### config.mk
export PLATFORM = sky130hd
export DESIGN_NAME = packet_parser_flat
export DESIGN_NICKNAME = d
export VERILOG_FILES = /design/src/rtl/packet_parser_pkg.sv /design/src/rtl/packet_parser_if.sv /design/src/rtl/packet_parser_byte_reader.sv /design/src/rtl/packet_parser.sv /design/src/flat_wrapper.sv
export SDC_FILE = /design/constraint.sdc
export NUM_CORES = 1
export LEC_CHECK = 0
export BUFFER_PORTS_ARGS = -buffer_cell sky130_fd_sc_hd__buf_4
export CORE_AREA = 2 2 106 108
export CTS_BUF_LIST = sky130_fd_sc_hd__clkbuf_16
export DETAILED_ROUTE_END_ITERATION = 12
export DIE_AREA = 0 0 108 110
export GPL_TIMING_DRIVEN = 0
export MAX_ROUTING_LAYER = met4
export PLACE_DENSITY_LB_ADDON = 0.05
export RECOVER_POWER = 50
export SLEW_MARGIN = 20
export SYNTH_ARGS = -nofsm -noshare
export SYNTH_HDL_FRONTEND = slang
export SYNTH_SLANG_ARGS = --single-unit
export TNS_END_PERCENT = 30
### constraint.sdc
create_clock -name clk -period 7.8 [get_ports clk]
set_input_delay 1.56 -clock clk [delete_from_list [all_inputs] [get_ports clk]]
set_output_delay 1.56 -clock clk [all_outputs]
set_load 0.01 [all_outputs]
### src/rtl/packet_parser_pkg.sv
// packet_parser_pkg: shared states, constants and ECC/CRC helpers for the packet parser
package packet_parser_pkg;

   typedef enum logic [2:0] {IDLE, RD_REQ, RD_DATA, DECODE_CHK, DONE} state_e;

   localparam logic [7:0] CRC_POLY = 8'h07;
   localparam logic [7:0] CRC_INIT = 8'h00;
   localparam int         TYPE_LSB = 0;
   localparam int         CNT_LSB  = 4;
   localparam int         ECC_LSB  = 4;
   localparam logic [3:0] SYN_MAX  = 4'd12;

   // Bit p-1 of the codeword is Hamming position p.
   function automatic logic [11:0] hamming_codeword(input logic [7:0] d, input logic [3:0] e);
      return {d[7:4], e[3], d[3:1], e[2], d[0], e[1], e[0]};
   endfunction

   function automatic logic [7:0] hamming_data(input logic [11:0] cw);
      return {cw[11:8], cw[6:4], cw[2]};
   endfunction

   function automatic logic [3:0] hamming_syndrome(input logic [11:0] cw);
      logic [3:0] s;
      s = '0;
      for (int p = 1; p <= 12; p++)
         if (cw[p-1]) s ^= 4'(p);
      return s;
   endfunction

   function automatic logic [7:0] crc8_byte(input logic [7:0] crc, input logic [7:0] data);
      logic [7:0] c;
      c = crc ^ data;
      for (int i = 0; i < 8; i++)
         c = c[7] ? ({c[6:0], 1'b0} ^ CRC_POLY) : {c[6:0], 1'b0};
      return c;
   endfunction

endpackage

### src/rtl/packet_parser_if.sv
// packet_parser_if: control, status and memory-port signals of the packet parser
interface packet_parser_if;
   logic        start;
   logic [31:0] addr_hdr;
   logic        ignore_ecc_err;
   logic        mem_en;
   logic [13:0] mem_addr;
   logic [31:0] mem_data;
   logic        busy;
   logic        irq;
   logic        pkt_ecc_corr;
   logic        pkt_ecc_uncorr;
   logic        pkt_crc_err;
   logic [3:0]  pkt_byte_cnt;
   logic [3:0]  pkt_type;

   modport master (
      output start, addr_hdr, ignore_ecc_err, mem_data,
      input  mem_en, mem_addr, busy, irq, pkt_ecc_corr, pkt_ecc_uncorr, pkt_crc_err,
             pkt_byte_cnt, pkt_type
   );

   modport slave (
      input  start, addr_hdr, ignore_ecc_err, mem_data,
      output mem_en, mem_addr, busy, irq, pkt_ecc_corr, pkt_ecc_uncorr, pkt_crc_err,
             pkt_byte_cnt, pkt_type
   );
endinterface

### src/rtl/packet_parser_byte_reader.sv
// mem_byte_reader: maps a byte address onto the word port and returns the addressed lane one cycle later
module mem_byte_reader (
   input  logic        clk,
   input  logic        reset,
   input  logic        req_i,
   input  logic [15:0] byte_addr_i,
   input  logic [31:0] mem_data_i,
   output logic        mem_en_o,
   output logic [13:0] mem_addr_o,
   output logic [7:0]  byte_o
);
   logic [13:0] addr_q;
   logic [1:0]  lane_q;

   assign mem_en_o   = req_i;
   assign mem_addr_o = req_i ? byte_addr_i[15:2] : addr_q;
   assign byte_o     = mem_data_i[{lane_q, 3'b000} +: 8];

   // remember the issued word address (held while idle) and the lane to pick from the returning word
   always_ff @(posedge clk) begin
      if (reset) begin
         addr_q <= '0;
         lane_q <= '0;
      end else if (req_i) begin
         addr_q <= byte_addr_i[15:2];
         lane_q <= byte_addr_i[1:0];
      end
   end
endmodule

### src/rtl/packet_parser.sv
// packet_parser: reads a packet byte by byte, ECC-corrects the header and checks the CRC
module packet_parser
   import packet_parser_pkg::*;
(
   input logic            clk,
   input logic            reset,
   packet_parser_if.slave bus
);
   state_e      state_q, state_d;
   logic [15:0] addr_q, addr_d;
   logic [4:0]  idx_q, idx_d;
   logic [7:0]  b0_q, b0_d, crc_q, crc_d;
   logic [3:0]  cnt_q, cnt_d, type_q, type_d;
   logic        corr_q, corr_d, uncorr_q, uncorr_d, crc_err_q, crc_err_d, ign_q, ign_d;
   logic [7:0]  rd_byte, fixed_b0;
   logic [11:0] cw;
   logic [3:0]  syn;
   logic        fixable, bad, last, unused_addr;

   assign unused_addr = ^bus.addr_hdr[31:16];
   assign cw          = hamming_codeword(b0_q, rd_byte[ECC_LSB +: 4]);
   assign syn         = hamming_syndrome(cw);
   assign bad         = syn > SYN_MAX;
   assign fixable     = syn != 4'd0 && !bad;
   assign fixed_b0    = fixable ? hamming_data(cw ^ (12'd1 << (syn - 4'd1))) : b0_q;
   assign last        = idx_q == {1'b0, cnt_q} + 5'd3;

   mem_byte_reader u_reader (
      .clk         (clk),
      .reset       (reset),
      .req_i       (state_q == RD_REQ),
      .byte_addr_i (addr_q),
      .mem_data_i  (bus.mem_data),
      .mem_en_o    (bus.mem_en),
      .mem_addr_o  (bus.mem_addr),
      .byte_o      (rd_byte)
   );

   // FSM state, byte cursor, running CRC and result registers
   always_ff @(posedge clk) begin
      if (reset) begin
         state_q   <= IDLE;
         addr_q    <= '0;
         idx_q     <= '0;
         b0_q      <= '0;
         crc_q     <= CRC_INIT;
         cnt_q     <= '0;
         type_q    <= '0;
         corr_q    <= 1'b0;
         uncorr_q  <= 1'b0;
         crc_err_q <= 1'b0;
         ign_q     <= 1'b0;
      end else begin
         state_q   <= state_d;
         addr_q    <= addr_d;
         idx_q     <= idx_d;
         b0_q      <= b0_d;
         crc_q     <= crc_d;
         cnt_q     <= cnt_d;
         type_q    <= type_d;
         corr_q    <= corr_d;
         uncorr_q  <= uncorr_d;
         crc_err_q <= crc_err_d;
         ign_q     <= ign_d;
      end
   end

   // alternate request/data cycles per byte; B1 arrives in DECODE_CHK where the header is resolved
   always_comb begin
      state_d   = state_q;
      addr_d    = addr_q;
      idx_d     = idx_q;
      b0_d      = b0_q;
      crc_d     = crc_q;
      cnt_d     = cnt_q;
      type_d    = type_q;
      corr_d    = corr_q;
      uncorr_d  = uncorr_q;
      crc_err_d = crc_err_q;
      ign_d     = ign_q;
      case (state_q)
         IDLE: if (bus.start) begin
            state_d   = RD_REQ;
            addr_d    = bus.addr_hdr[15:0];
            idx_d     = '0;
            crc_d     = CRC_INIT;
            cnt_d     = '0;
            type_d    = '0;
            corr_d    = 1'b0;
            uncorr_d  = 1'b0;
            crc_err_d = 1'b0;
            ign_d     = bus.ignore_ecc_err;
         end
         RD_REQ: state_d = idx_q == 5'd1 ? DECODE_CHK : RD_DATA;
         DECODE_CHK: begin
            type_d   = fixed_b0[TYPE_LSB +: 4];
            cnt_d    = fixed_b0[CNT_LSB +: 4];
            corr_d   = fixable;
            uncorr_d = bad;
            crc_d    = crc8_byte(CRC_INIT, fixed_b0);
            idx_d    = idx_q + 5'd1;
            addr_d   = addr_q + 16'd1;
            state_d  = bad && !ign_q ? DONE : RD_REQ;
         end
         RD_DATA: begin
            idx_d   = idx_q + 5'd1;
            addr_d  = addr_q + 16'd1;
            state_d = idx_q != 5'd0 && last ? DONE : RD_REQ;
            if (idx_q == 5'd0) b0_d = rd_byte;
            else if (last) crc_err_d = crc_q != rd_byte;
            else crc_d = crc8_byte(crc_q, rd_byte);
         end
         DONE:    state_d = IDLE;
         default: state_d = IDLE;
      endcase
   end

   assign bus.busy           = state_q != IDLE;
   assign bus.irq            = state_q == DONE;
   assign bus.pkt_ecc_corr   = corr_q;
   assign bus.pkt_ecc_uncorr = uncorr_q;
   assign bus.pkt_crc_err    = crc_err_q;
   assign bus.pkt_byte_cnt   = cnt_q;
   assign bus.pkt_type       = type_q;
endmodule

### src/flat_wrapper.sv
// flat-port wrapper written by rule: the top's interface ports become plain ports
module packet_parser_flat import packet_parser_pkg::*;
  (clk, reset, bus_start, bus_addr_hdr, bus_ignore_ecc_err, bus_mem_data, bus_mem_en, bus_mem_addr, bus_busy, bus_irq, bus_pkt_ecc_corr, bus_pkt_ecc_uncorr, bus_pkt_crc_err, bus_pkt_byte_cnt, bus_pkt_type);
  packet_parser_if bus_i ();
  input logic clk;
  input logic reset;
  input wire logic [$bits(bus_i.start)-1:0] bus_start;
  input wire logic [$bits(bus_i.addr_hdr)-1:0] bus_addr_hdr;
  input wire logic [$bits(bus_i.ignore_ecc_err)-1:0] bus_ignore_ecc_err;
  input wire logic [$bits(bus_i.mem_data)-1:0] bus_mem_data;
  output wire logic [$bits(bus_i.mem_en)-1:0] bus_mem_en;
  output wire logic [$bits(bus_i.mem_addr)-1:0] bus_mem_addr;
  output wire logic [$bits(bus_i.busy)-1:0] bus_busy;
  output wire logic [$bits(bus_i.irq)-1:0] bus_irq;
  output wire logic [$bits(bus_i.pkt_ecc_corr)-1:0] bus_pkt_ecc_corr;
  output wire logic [$bits(bus_i.pkt_ecc_uncorr)-1:0] bus_pkt_ecc_uncorr;
  output wire logic [$bits(bus_i.pkt_crc_err)-1:0] bus_pkt_crc_err;
  output wire logic [$bits(bus_i.pkt_byte_cnt)-1:0] bus_pkt_byte_cnt;
  output wire logic [$bits(bus_i.pkt_type)-1:0] bus_pkt_type;
  assign bus_i.start = bus_start;
  assign bus_i.addr_hdr = bus_addr_hdr;
  assign bus_i.ignore_ecc_err = bus_ignore_ecc_err;
  assign bus_i.mem_data = bus_mem_data;
  assign bus_mem_en = bus_i.mem_en;
  assign bus_mem_addr = bus_i.mem_addr;
  assign bus_busy = bus_i.busy;
  assign bus_irq = bus_i.irq;
  assign bus_pkt_ecc_corr = bus_i.pkt_ecc_corr;
  assign bus_pkt_ecc_uncorr = bus_i.pkt_ecc_uncorr;
  assign bus_pkt_crc_err = bus_i.pkt_crc_err;
  assign bus_pkt_byte_cnt = bus_i.pkt_byte_cnt;
  assign bus_pkt_type = bus_i.pkt_type;
  packet_parser u_core (.clk(clk), .reset(reset), .bus(bus_i));
endmodule
==> results of run 1 <==
## tightest hold or removal path: cells and delay by family (launching register included)
kind             cells  cell delay, ns
AND/OR/NAND/NOR      1            0.07
flip-flops           1            0.30
AO/OA/AOI/OAI        1            0.05
## sequential cells by signal, indices dropped and copies added (netlist names)
register / flops
u_core.state_q: 3
u_core.bus.pkt_crc_err: 1
u_core.u_reader.lane_q: 2
u_core.bus.pkt_type: 4
u_core.addr_q: 16
u_core.ign_q: 1
u_core.bus.pkt_ecc_uncorr: 1
u_core.crc_q: 8
u_core.bus.pkt_ecc_corr: 1
u_core.u_reader.addr_q: 14
u_core.b0_q: 8
u_core.idx_q: 5
u_core.bus.pkt_byte_cnt: 4
## routing by layer
layer | track usage [%] | share of wire (%)
met1 | 29.9 | 49
met2 | 34.7 | 46
met3 | 3.64 | 4.1
met4 | 5.13 | 1.0
met5 | - | 0
## worst min-delay path by stage
| stage | startpoint | endpoint | slack (ns) | depth (start not counted) |
|---|---|---|---|---|
| after CTS | u_core.bus.pkt_type[1]$_SDFFE_PP0P_ | u_core.bus.pkt_type[1]$_SDFFE_PP0P_ | 0.47 | 2 |
| after global routing | u_core.bus.pkt_type[1]$_SDFFE_PP0P_ | u_core.bus.pkt_type[1]$_SDFFE_PP0P_ | 0.50 | 2 |
| after global placement | u_core.bus.pkt_type[3]$_SDFFE_PP0P_ | u_core.bus.pkt_type[3]$_SDFFE_PP0P_ | 0.46 | 2 |
| final | u_core.bus.pkt_type[0]$_SDFFE_PP0P_ | u_core.bus.pkt_type[0]$_SDFFE_PP0P_ | 0.47 | 2 |
| after floorplan | u_core.ign_q$_SDFFE_PP0P_ | u_core.ign_q$_SDFFE_PP0P_ | 0.45 | 2 |
| after detailed placement | u_core.bus.pkt_type[1]$_SDFFE_PP0P_ | u_core.bus.pkt_type[1]$_SDFFE_PP0P_ | 0.46 | 2 |
## cell families after synthesis
logic type	count (synthesis)
AOI/OAI and AO/OA	113
xor gates and xnor gates	64
adders and majority gates	8
buffers and inverters	40
DFF	68
muxes	42
and+or+nand+nor	188
## cells in the final DEF, fill, tap and decap left out, types with 3 or more instances in the layout
master and instances:
sky130_fd_sc_hd__a2111oi_0 3, sky130_fd_sc_hd__a211oi_1 7, sky130_fd_sc_hd__a21oi_1 47, sky130_fd_sc_hd__a221oi_1 3, sky130_fd_sc_hd__a22oi_1 3, sky130_fd_sc_hd__a311oi_1 6, sky130_fd_sc_hd__a31oi_1 9, sky130_fd_sc_hd__and3_1 6
sky130_fd_sc_hd__buf_2 6, sky130_fd_sc_hd__buf_4 66, sky130_fd_sc_hd__clkbuf_1 37, sky130_fd_sc_hd__clkbuf_16 9, sky130_fd_sc_hd__dfxtp_1 68, sky130_fd_sc_hd__ha_1 8, sky130_fd_sc_hd__inv_1 7, sky130_fd_sc_hd__mux2_2 13
sky130_fd_sc_hd__mux2i_1 19, sky130_fd_sc_hd__mux4_1 4, sky130_fd_sc_hd__mux4_2 4, sky130_fd_sc_hd__nand2_1 46, sky130_fd_sc_hd__nand3_1 19, sky130_fd_sc_hd__nand4_1 5, sky130_fd_sc_hd__nor2_1 63, sky130_fd_sc_hd__nor2b_1 17
sky130_fd_sc_hd__nor3_1 17, sky130_fd_sc_hd__o21ai_0 19, sky130_fd_sc_hd__o22ai_1 3, sky130_fd_sc_hd__or2_2 3, sky130_fd_sc_hd__xnor2_1 36, sky130_fd_sc_hd__xnor2_2 3, sky130_fd_sc_hd__xnor3_1 4, sky130_fd_sc_hd__xor2_1 18
## power by group
part	internal, W	switching (W)	total (W)
Sequential	0.000365	0.0000165	0.000382
Combinational	0.000146	0.000188	0.000334
Clock	0.000278	0.000155	0.000433
## metrics by stage
stage | std cells | power, W | setup WS (ns) | utilization [%] | hold slack, ns
3_3_place_gp | 742 | 0.000717 | 3.24 | 48.5 | 0.460
4_1_cts | 758 | 0.00116 | 3.49 | 51.5 | 0.471
2_1_floorplan | 523 | 0.000626 | 3.83 | - | 0.447
5_1_grt | 758 | 0.00120 | 3.32 | 51.0 | 0.498
3_5_place_dp | 742 | 0.000722 | 3.21 | 48.5 | 0.465
6_report | 758 | 0.00115 | 3.44 | 51.0 | 0.469
## synthesized netlist by cell type (3+ instances only)
cell type	n	share of area [%]
sky130_fd_sc_hd__nor2_1	63	5.3
sky130_fd_sc_hd__nand4_1	5	0.71
sky130_fd_sc_hd__nor3_1	17	1.9
sky130_fd_sc_hd__mux4_2	4	2.0
sky130_fd_sc_hd__mux2_2	15	3.8
sky130_fd_sc_hd__a21oi_1	47	5.3
sky130_fd_sc_hd__and2_1	3	0.42
sky130_fd_sc_hd__a31oi_1	9	1.3
sky130_fd_sc_hd__mux2i_1	19	4.3
sky130_fd_sc_hd__nand3_1	19	2.1
sky130_fd_sc_hd__a211oi_1	7	1.2
sky130_fd_sc_hd__ha_1	8	2.3
sky130_fd_sc_hd__xnor2_1	36	7.1
sky130_fd_sc_hd__nand2_1	46	3.9
sky130_fd_sc_hd__a221oi_1	3	0.59
sky130_fd_sc_hd__and3_1	6	0.85
sky130_fd_sc_hd__mux4_1	4	2.4
sky130_fd_sc_hd__xnor3_1	4	2.0
sky130_fd_sc_hd__o21ai_0	19	2.1
sky130_fd_sc_hd__buf_2	6	0.68
sky130_fd_sc_hd__xnor2_2	3	1.1
sky130_fd_sc_hd__or2_2	3	0.42
sky130_fd_sc_hd__o22ai_1	3	0.42
sky130_fd_sc_hd__xor2_1	18	3.6
sky130_fd_sc_hd__a311oi_1	6	1.2
sky130_fd_sc_hd__a2111oi_0	3	0.59
sky130_fd_sc_hd__clkbuf_1	24	2.0
sky130_fd_sc_hd__inv_1	7	0.59
sky130_fd_sc_hd__nor2b_1	17	2.4
sky130_fd_sc_hd__dfxtp_1	68	31
sky130_fd_sc_hd__a22oi_1	3	0.51
## cell type report
| class | instances | share of cell area (%) |
|---|---|---|
| Sequential cell | 68 | 24.9 |
| Inverter | 7 | 0.481 |
| Tap cell | 140 | 3.21 |
| Clock buffer | 9 | 4.13 |
| Multi-Input combinational cell | 415 | 52.9 |
| Clock inverter | 7 | 1.67 |
| Timing Repair Buffer | 79 | 9.97 |
| Buffer | 33 | 2.70 |
==> report_table.html, run 1 <==
<table>
<tr><th>Metric</th><th>Value</th></tr>
<tr><th colspan="2">Status</th></tr>
<tr><td>Run status</td><td>finished clean</td></tr>
<tr><th colspan="2">Timing</th></tr>
<tr><td>Final setup violation count</td><td>0</td></tr>
<tr><td>Period utilisation layout</td><td>55.9%</td></tr>
<tr><td>Time the final worst path needs with I/O delays and setup</td><td>4.36 ns</td></tr>
<tr><td>Count of final max-slew check failures</td><td>0</td></tr>
<tr><td>Actual transition at the worst max-transition pin</td><td>0.783 ns</td></tr>
<tr><td>Fin. Hold Viols</td><td>0</td></tr>
<tr><td>Fmax</td><td>229 MHz</td></tr>
<tr><td>Final-layout setup total negative slack</td><td>0 ns</td></tr>
<tr><td>Setup repair after global routing missed its margin</td><td>false</td></tr>
<tr><td>Relative max-transition margin</td><td>47.6%</td></tr>
<tr><td>Final setup skew</td><td>0.00589 ns</td></tr>
<tr><th colspan="2">Synth</th></tr>
<tr><td>Total of flip-flops plus latches after synthesis</td><td>68</td></tr>
<tr><td>Synthesized-area fraction occupied by xor and xnor cells</td><td>15.1%</td></tr>
<tr><td>Warnings, synthesis</td><td>0</td></tr>
<tr><td>Combinational family with the most area after synthesis</td><td>simple AND/OR/NAND/NOR gates</td></tr>
<tr><td>Post-synthesis area per instance</td><td>8.46 µm²</td></tr>
<tr><td>Compound-gate portion of the synthesized area</td><td>15.8%</td></tr>
<tr><td>Post-Synthesis Cells</td><td>523</td></tr>
<tr><td>Cell area after synthesis</td><td>4420 µm²</td></tr>
<tr><td>Post-synthesis share of cell area spent on full adders, half adders and majority gates</td><td>2.26%</td></tr>
<tr><td>Number of enable-type register cells in the synthesized netlist</td><td>0</td></tr>
<tr><td>Portion of netlist area occupied by mux cells</td><td>12.5%</td></tr>
<tr><td>Async set or reset register ratio after synthesis</td><td>0%</td></tr>
<tr><td>Synth Flop Type</td><td>sky130_fd_sc_hd__dfxtp_1</td></tr>
<tr><td>Post-Synth Simple-Gate Area</td><td>19.6%</td></tr>
<tr><td>Sequential element share of the synthesized area</td><td>30.8%</td></tr>
<tr><td>Number of library cell types mapped by synthesis</td><td>52</td></tr>
<tr><td>Syn Nets</td><td>599</td></tr>
<tr><th colspan="2">Setup path</th></tr>
<tr><td>Crit-path slowest cell</td><td>sky130_fd_sc_hd__xor2_1</td></tr>
<tr><td>Reg2Reg Setup Slack</td><td>4.34 ns</td></tr>
<tr><td>Depth of the most critical reg-to-reg path</td><td>9</td></tr>
<tr><td>Path length in cells of the critical path</td><td>10</td></tr>
<tr><td>Critical path's top delay family</td><td>XOR/XNOR gates</td></tr>
<tr><td>Crit end category</td><td>flop</td></tr>
<tr><td>Highest cell delay on the worst timing path</td><td>0.70 ns</td></tr>
<tr><td>CP Launch Type</td><td>primary input</td></tr>
<tr><td>Termination of the worst setup path</td><td>u_core.crc_q[2]$_SDFFE_PP0P_</td></tr>
<tr><td>Worst path bufs/invs</td><td>1</td></tr>
<tr><td>Critical path origin</td><td>bus_mem_data[15]</td></tr>
<tr><td>Highest fanout seen on the critical path</td><td>8</td></tr>
<tr><td>Sequence of cells on the critical path</td><td>buf_4, mux4_1, xor2_1, xnor2_1, a311oi_1, o22a_1, xor3_1, xnor2_1, nand2_1, a311oi_1</td></tr>
<tr><td>Data required time of the critical path</td><td>8.02 ns</td></tr>
<tr><td>Data arrival time at the worst-slack endpoint</td><td>4.59 ns</td></tr>
<tr><td>Startpoint of the worst-slack reg-to-reg timing path</td><td>u_core.u_reader.lane_q[0]$_SDFFE_PP0P_</td></tr>
<tr><td>R2r endpoint</td><td>u_core.crc_q[2]$_SDFFE_PP0P_</td></tr>
<tr><td>Setup CP Type</td><td>primary input to flop</td></tr>
<tr><th colspan="2">Floorplan</th></tr>
<tr><td>Die width</td><td>108 µm</td></tr>
<tr><td>Top-level port count</td><td>96</td></tr>
<tr><td>Number of cell rows</td><td>38</td></tr>
<tr><td>Height of the die</td><td>110 µm</td></tr>
<tr><td>Initial cell density of the core</td><td>41.3%</td></tr>
<tr><td>Core Box Area</td><td>10,700 µm²</td></tr>
<tr><td>Die outline area</td><td>11,900 µm²</td></tr>
<tr><th colspan="2">Clocking</th></tr>
<tr><td>Number of buffers created by CTS</td><td>9</td></tr>
<tr><td>Post-CTS setup repair buffer count</td><td>0</td></tr>
<tr><td>Clock sink total</td><td>68</td></tr>
<tr><td>Clock-pin slew of the registers on the worst-case setup and hold paths</td><td>0.05 ns</td></tr>
<tr><td># hold bufs at CTS</td><td>0</td></tr>
<tr><td>Number of cells upsized or downsized after cts</td><td>0</td></tr>
<tr><td>Root buffer cell</td><td>sky130_fd_sc_hd__clkbuf_16</td></tr>
<tr><td>Clock tree from TritonCTS</td><td>done</td></tr>
<tr><td>H-tree levels</td><td>3</td></tr>
<tr><td>Worst-Skew Late Latency</td><td>0.32 ns</td></tr>
<tr><td>Clock buffer depth</td><td>2</td></tr>
<tr><th colspan="2">Final layout</th></tr>
<tr><td>Reg area</td><td>1360 µm²</td></tr>
<tr><td>Final net count</td><td>689</td></tr>
<tr><td>P&amp;R area growth vs syn</td><td>23.4%</td></tr>
<tr><td>Filler Cells Inserted</td><td>1,084</td></tr>
<tr><td>Multi-input logic area</td><td>2890 µm²</td></tr>
<tr><td>Ant. Diodes</td><td>0</td></tr>
<tr><td>Post-route design area</td><td>5460 µm²</td></tr>
<tr><td>Ratio of cells with drive above 1 in the final layout</td><td>18.8%</td></tr>
<tr><th colspan="2">Pwr</th></tr>
<tr><td>Leakage power</td><td>2.20 nW</td></tr>
<tr><td>Pwr/cell area</td><td>210 nW/µm²</td></tr>
<tr><td>Max VDD drop</td><td>0.000114 V</td></tr>
<tr><th colspan="2">Placement</th></tr>
<tr><td>Last weighted congestion value of the routability-driven placer</td><td>0.876</td></tr>
<tr><td>Number of buffer cells added on primary ports</td><td>79</td></tr>
<tr><td>Half-perimeter wire length of the detailed placement result</td><td>9.56 mm</td></tr>
<tr><td>Standard cell area after detailed placement</td><td>5190 µm²</td></tr>
<tr><th colspan="2">Min path</th></tr>
<tr><td>Classification of the worst-slack hold path</td><td>flop to flop</td></tr>
<tr><th colspan="2">Global route</th></tr>
<tr><td>Number of antenna violations at the first check in global routing</td><td>0</td></tr>
<tr><td>Number of global-route vias before repair</td><td>3,956</td></tr>
<tr><td>Gr usage total</td><td>22.0%</td></tr>
<tr><td>Pin count of the biggest net entering global routing</td><td>13</td></tr>
<tr><td>First-pass GRT wire length</td><td>19.8 mm</td></tr>
<tr><td>Aggregate global routing overflow</td><td>0</td></tr>
<tr><th colspan="2">Detailed routing</th></tr>
<tr><td>Routed wirelength normalized by instance count</td><td>16.3 µm</td></tr>
<tr><td>Via-to-Cell Ratio</td><td>5.37</td></tr>
<tr><td>Total Wirelength</td><td>12.4 mm</td></tr>
<tr><td>Total iterations of the first detailed-routing run</td><td>5</td></tr>
<tr><td>Vias</td><td>4,070</td></tr>
<tr><td>Post-detailed-route DRC marker count</td><td>0</td></tr>
<tr><td>Antenna-violating nets left</td><td>0</td></tr>
<tr><td>Number of DRC markers after the initial detailed-route iteration</td><td>167</td></tr>
<tr><th colspan="2">Flow run</th></tr>
<tr><td>Total of max-cap violations</td><td>0</td></tr>
</table>
Note: power is estimated with default switching activity, not from simulation.
==> run 2, diff against run 1 <==
- clock period: 7.8 -> 3.5 ns (I/O delays scaled with it)
==> run 2 against run 1 <==
- count of clock-buffer cells in the layout unchanged
- non-clock buffer count unchanged
- register-to-register slack got worse by 4.2 ns
- sequential power increased by 120%
- critical path depth unchanged
- worst setup slack got worse by 3.3 ns
- core utilization increased by 0.29 points
- critical endpoint unchanged
- largest power group unchanged
- highest routed layer unchanged
==> report_table.html, run 2 (synthesis results as in run 1) <==
<table>
<tr><th>Metric</th><th>Value</th></tr>
<tr><th colspan="2">Status</th></tr>
<tr><td>Run status</td><td>finished clean</td></tr>
<tr><th colspan="2">Setup path</th></tr>
<tr><td>CP Launch Type</td><td>flop</td></tr>
<tr><td>Startpoint of the worst-slack reg-to-reg timing path</td><td>u_core.u_reader.lane_q[0]$_SDFFE_PP0P_</td></tr>
<tr><td>Critical path's top delay family</td><td>XOR/XNOR gates</td></tr>
<tr><td>Sequence of cells on the critical path</td><td>buf_6, mux4_2, xnor2_2, nor3_1, o22ai_2, xnor2_1, xor3_1, xnor2_1, nand2_1, a311oi_1</td></tr>
<tr><td>Setup CP Type</td><td>flop to flop</td></tr>
<tr><td>Critical path origin</td><td>u_core.u_reader.lane_q[0]$_SDFFE_PP0P_</td></tr>
<tr><td>Data arrival time at the worst-slack endpoint</td><td>3.56 ns (-1.03 ns)</td></tr>
<tr><td>Crit end category</td><td>flop</td></tr>
<tr><td>Highest fanout seen on the critical path</td><td>10 (+2)</td></tr>
<tr><td>Highest cell delay on the worst timing path</td><td>0.64 ns (-0.06 ns)</td></tr>
<tr><td>Most numerous cell on the critical path</td><td>sky130_fd_sc_hd__xnor2_1</td></tr>
<tr><td>Data required time of the critical path</td><td>3.72 ns (-4.30 ns)</td></tr>
<tr><td>Crit-path slowest cell</td><td>sky130_fd_sc_hd__mux4_2</td></tr>
<tr><td>Worst path bufs/invs</td><td>1 (unchanged)</td></tr>
<tr><th colspan="2">Global route</th></tr>
<tr><td>Global routing usage on met3</td><td>3.64% (unchanged)</td></tr>
<tr><td>Number of global-route vias before repair</td><td>3,956 (unchanged)</td></tr>
<tr><td>Pin count of the biggest net entering global routing</td><td>13 (unchanged)</td></tr>
<tr><td>Met2 GRT Util</td><td>34.7% (unchanged)</td></tr>
<tr><td>Met1 Track Usage GR</td><td>29.9% (unchanged)</td></tr>
<tr><td>First-pass GRT wire length</td><td>19.8 mm (unchanged)</td></tr>
<tr><td>Number of antenna violations at the first check in global routing</td><td>0 (unchanged)</td></tr>
<tr><td>Highest-utilization routing layer at the global route stage</td><td>met2</td></tr>
<tr><td>Aggregate global routing overflow</td><td>0 (unchanged)</td></tr>
<tr><td>Gr usage total</td><td>22.0% (unchanged)</td></tr>
<tr><th colspan="2">Floorplan</th></tr>
<tr><td>Height of the die</td><td>110 µm (unchanged)</td></tr>
<tr><td>Top-level port count</td><td>96 (unchanged)</td></tr>
<tr><td>Initial cell density of the core</td><td>41.3% (unchanged)</td></tr>
<tr><td>Number of cell rows</td><td>38 (unchanged)</td></tr>
<tr><td>Die outline area</td><td>11,900 µm² (unchanged)</td></tr>
<tr><td>Die width</td><td>108 µm (unchanged)</td></tr>
<tr><td>Core Box Area</td><td>10,700 µm² (unchanged)</td></tr>
<tr><th colspan="2">Final layout</th></tr>
<tr><td>Register bank with the most flops</td><td>u_core.addr_q</td></tr>
<tr><td>Filler Cells Inserted</td><td>1,077 (-0.65%)</td></tr>
<tr><td>Ratio of cells with drive above 1 in the final layout</td><td>18.8% (unchanged)</td></tr>
<tr><td>P&amp;R area growth vs syn</td><td>24.1%</td></tr>
<tr><td>Number of flip-flops in the largest register</td><td>16 (unchanged)</td></tr>
<tr><td>Ant. Diodes</td><td>0 (unchanged)</td></tr>
<tr><td>Most frequent cells in the layout</td><td>sky130_fd_sc_hd__dfxtp_1, sky130_fd_sc_hd__buf_4, sky130_fd_sc_hd__nor2_1, sky130_fd_sc_hd__a21oi_1, sky130_fd_sc_hd__nand2_1</td></tr>
<tr><td>Largest registers</td><td>u_core.addr_q x16, u_core.u_reader.addr_q x14</td></tr>
<tr><td>Final net count</td><td>689 (unchanged)</td></tr>
<tr><td>Commonest non-fill, non-tap cell in the layout</td><td>sky130_fd_sc_hd__dfxtp_1</td></tr>
<tr><th colspan="2">Detailed routing</th></tr>
<tr><td>Total iterations of the first detailed-routing run</td><td>5 (unchanged)</td></tr>
<tr><td>Vias</td><td>4,045 (-0.61%)</td></tr>
<tr><td>Total Wirelength</td><td>12.3 mm (-0.19%)</td></tr>
<tr><td>Antenna-violating nets left</td><td>0 (unchanged)</td></tr>
<tr><td>Post-detailed-route DRC marker count</td><td>0 (unchanged)</td></tr>
<tr><td>Routed wirelength normalized by instance count</td><td>16.3 µm (-0.19%)</td></tr>
<tr><td>Number of DRC markers after the initial detailed-route iteration</td><td>173 (+3.6%)</td></tr>
<tr><td>Via-to-Cell Ratio</td><td>5.34 (-0.61%)</td></tr>
<tr><th colspan="2">Timing</th></tr>
<tr><td>Relative max-transition margin</td><td>46.5% (-1.1 points)</td></tr>
<tr><td>Setup repair after global routing missed its margin</td><td>false</td></tr>
<tr><td>Actual transition at the worst max-transition pin</td><td>0.796 ns (+0.0129 ns)</td></tr>
<tr><td>Fin. Hold Viols</td><td>0 (unchanged)</td></tr>
<tr><td>Fmax</td><td>300 MHz</td></tr>
<tr><td>Final setup violation count</td><td>0 (unchanged)</td></tr>
<tr><td>Final setup skew</td><td>0.00680 ns (+0.000914 ns)</td></tr>
<tr><td>Min Hold Slack</td><td>0.468 ns (-0.000570 ns)</td></tr>
<tr><td>Period utilisation layout</td><td>95.2%</td></tr>
<tr><td>Time the final worst path needs with I/O delays and setup</td><td>3.33 ns</td></tr>
<tr><td>Count of final max-slew check failures</td><td>0 (unchanged)</td></tr>
<tr><th colspan="2">Min path</th></tr>
<tr><td>Source of the worst hold timing path</td><td>u_core.bus.pkt_type[1]$_SDFFE_PP0P_</td></tr>
<tr><td>Classification of the worst-slack hold path</td><td>flop to flop</td></tr>
<tr><th colspan="2">Clocking</th></tr>
<tr><td>Worst-Skew Late Latency</td><td>0.33 ns (about the same)</td></tr>
<tr><td># hold bufs at CTS</td><td>0 (unchanged)</td></tr>
<tr><td>Clock buffer depth</td><td>2 (unchanged)</td></tr>
<tr><td>Clock sink total</td><td>68 (unchanged)</td></tr>
<tr><td>H-tree levels</td><td>3 (unchanged)</td></tr>
<tr><td>Root buffer cell</td><td>sky130_fd_sc_hd__clkbuf_16</td></tr>
<tr><td>Clock tree from TritonCTS</td><td>done</td></tr>
<tr><td>Clock-pin slew of the registers on the worst-case setup and hold paths</td><td>0.06 ns (about the same)</td></tr>
<tr><td>Number of buffers created by CTS</td><td>9 (unchanged)</td></tr>
<tr><th colspan="2">Placement</th></tr>
<tr><td>Last weighted congestion value of the routability-driven placer</td><td>0.876 (unchanged)</td></tr>
<tr><td>Half-perimeter wire length of the detailed placement result</td><td>9.56 mm (unchanged)</td></tr>
<tr><td>Number of buffer cells added on primary ports</td><td>79 (unchanged)</td></tr>
<tr><th colspan="2">Pwr</th></tr>
<tr><td>Max VDD drop</td><td>0.000255 V (+120%)</td></tr>
<tr><td>Pwr/cell area</td><td>468 nW/µm² (+120%)</td></tr>
<tr><td>Leakage power</td><td>2.20 nW (+0.34%)</td></tr>
<tr><td>Total power consumption of the routed design</td><td>0.00257 W (+120%)</td></tr>
<tr><th colspan="2">Flow run</th></tr>
<tr><td>Total of max-cap violations</td><td>0 (unchanged)</td></tr>
</table>
-- run 2: cell counts in the layout (fill, tap and decap cells not counted) --
Identical to the previous run, type by type.
-- run 2: metal layers --
| layer | routed length, µm | vias to the layer above |
|---|---|---|
| li1 | - | 2040 |
| met1 | 6050 | 1909 |
| met2 | 5640 | 89 |
| met3 | 557 | 7 |
| met4 | 102 | 0 |
| met5 | 0 | - |
-- run 2: what timing repair did --
item,CTS,global route
buffers inserted,0,0
endpoints found under the hold margin,0,0
setup endpoints to repair,0,4
gates resized for setup,0,5
-- run 2: worst paths after layout --
check	end	slack, ns	cells past startpoint
worst min register to register	u_core.bus.pkt_type[1]$_SDFFE_PP0P_	0.47	2
worst min-delay path	u_core.bus.pkt_type[1]$_SDFFE_PP0P_	0.47	2
worst max-delay path	u_core.crc_q[2]$_SDFFE_PP0P_	0.17	10
worst max register to register	u_core.crc_q[2]$_SDFFE_PP0P_	0.17	10
-- run 2: power by group --
| part | switching (W) | total [W] | internal (W) |
|---|---|---|---|
| Combinational | 0.000424 | 0.000752 | 0.000329 |
| Sequential | 0.0000365 | 0.000850 | 0.000814 |
| Clock | 0.000345 | 0.000964 | 0.000620 |
| Total | 0.000805 | 0.00257 | 0.00176 |
-- run 2: through the flow --
stage	setup slack (ns)	cells	util, %	cell area [µm²]	setup TNS (ns)
final	0.169	758	51.3	5490	0
after global routing	0.0195	758	51.3	5490	0
after floorplan	0.388	523	-	4420	0
after CTS	0.0538	758	51.5	5510	0
after global placement	-0.204	742	48.5	5190	-0.231
after detailed placement	-0.235	742	48.5	5190	-0.335
-- run 2: layout make-up --
class	count	area, µm²	share of cell area, %
Sequential cell	68	1360	24.8
Multi-Input combinational cell	415	2920	53.2
Inverter	7	26.3	0.479
Tap cell	140	175	3.19
Timing Repair Buffer	79	544	9.91
Buffer	33	148	2.69
Clock inverter	7	91.3	1.66
Clock buffer	9	225	4.10
-- run 2: tightest hold or removal path, cell delays in order, from the launching register on --
cell                      delay [ns]
sky130_fd_sc_hd__dfxtp_1        0.31
sky130_fd_sc_hd__nand3_1        0.06
sky130_fd_sc_hd__a21oi_1        0.05
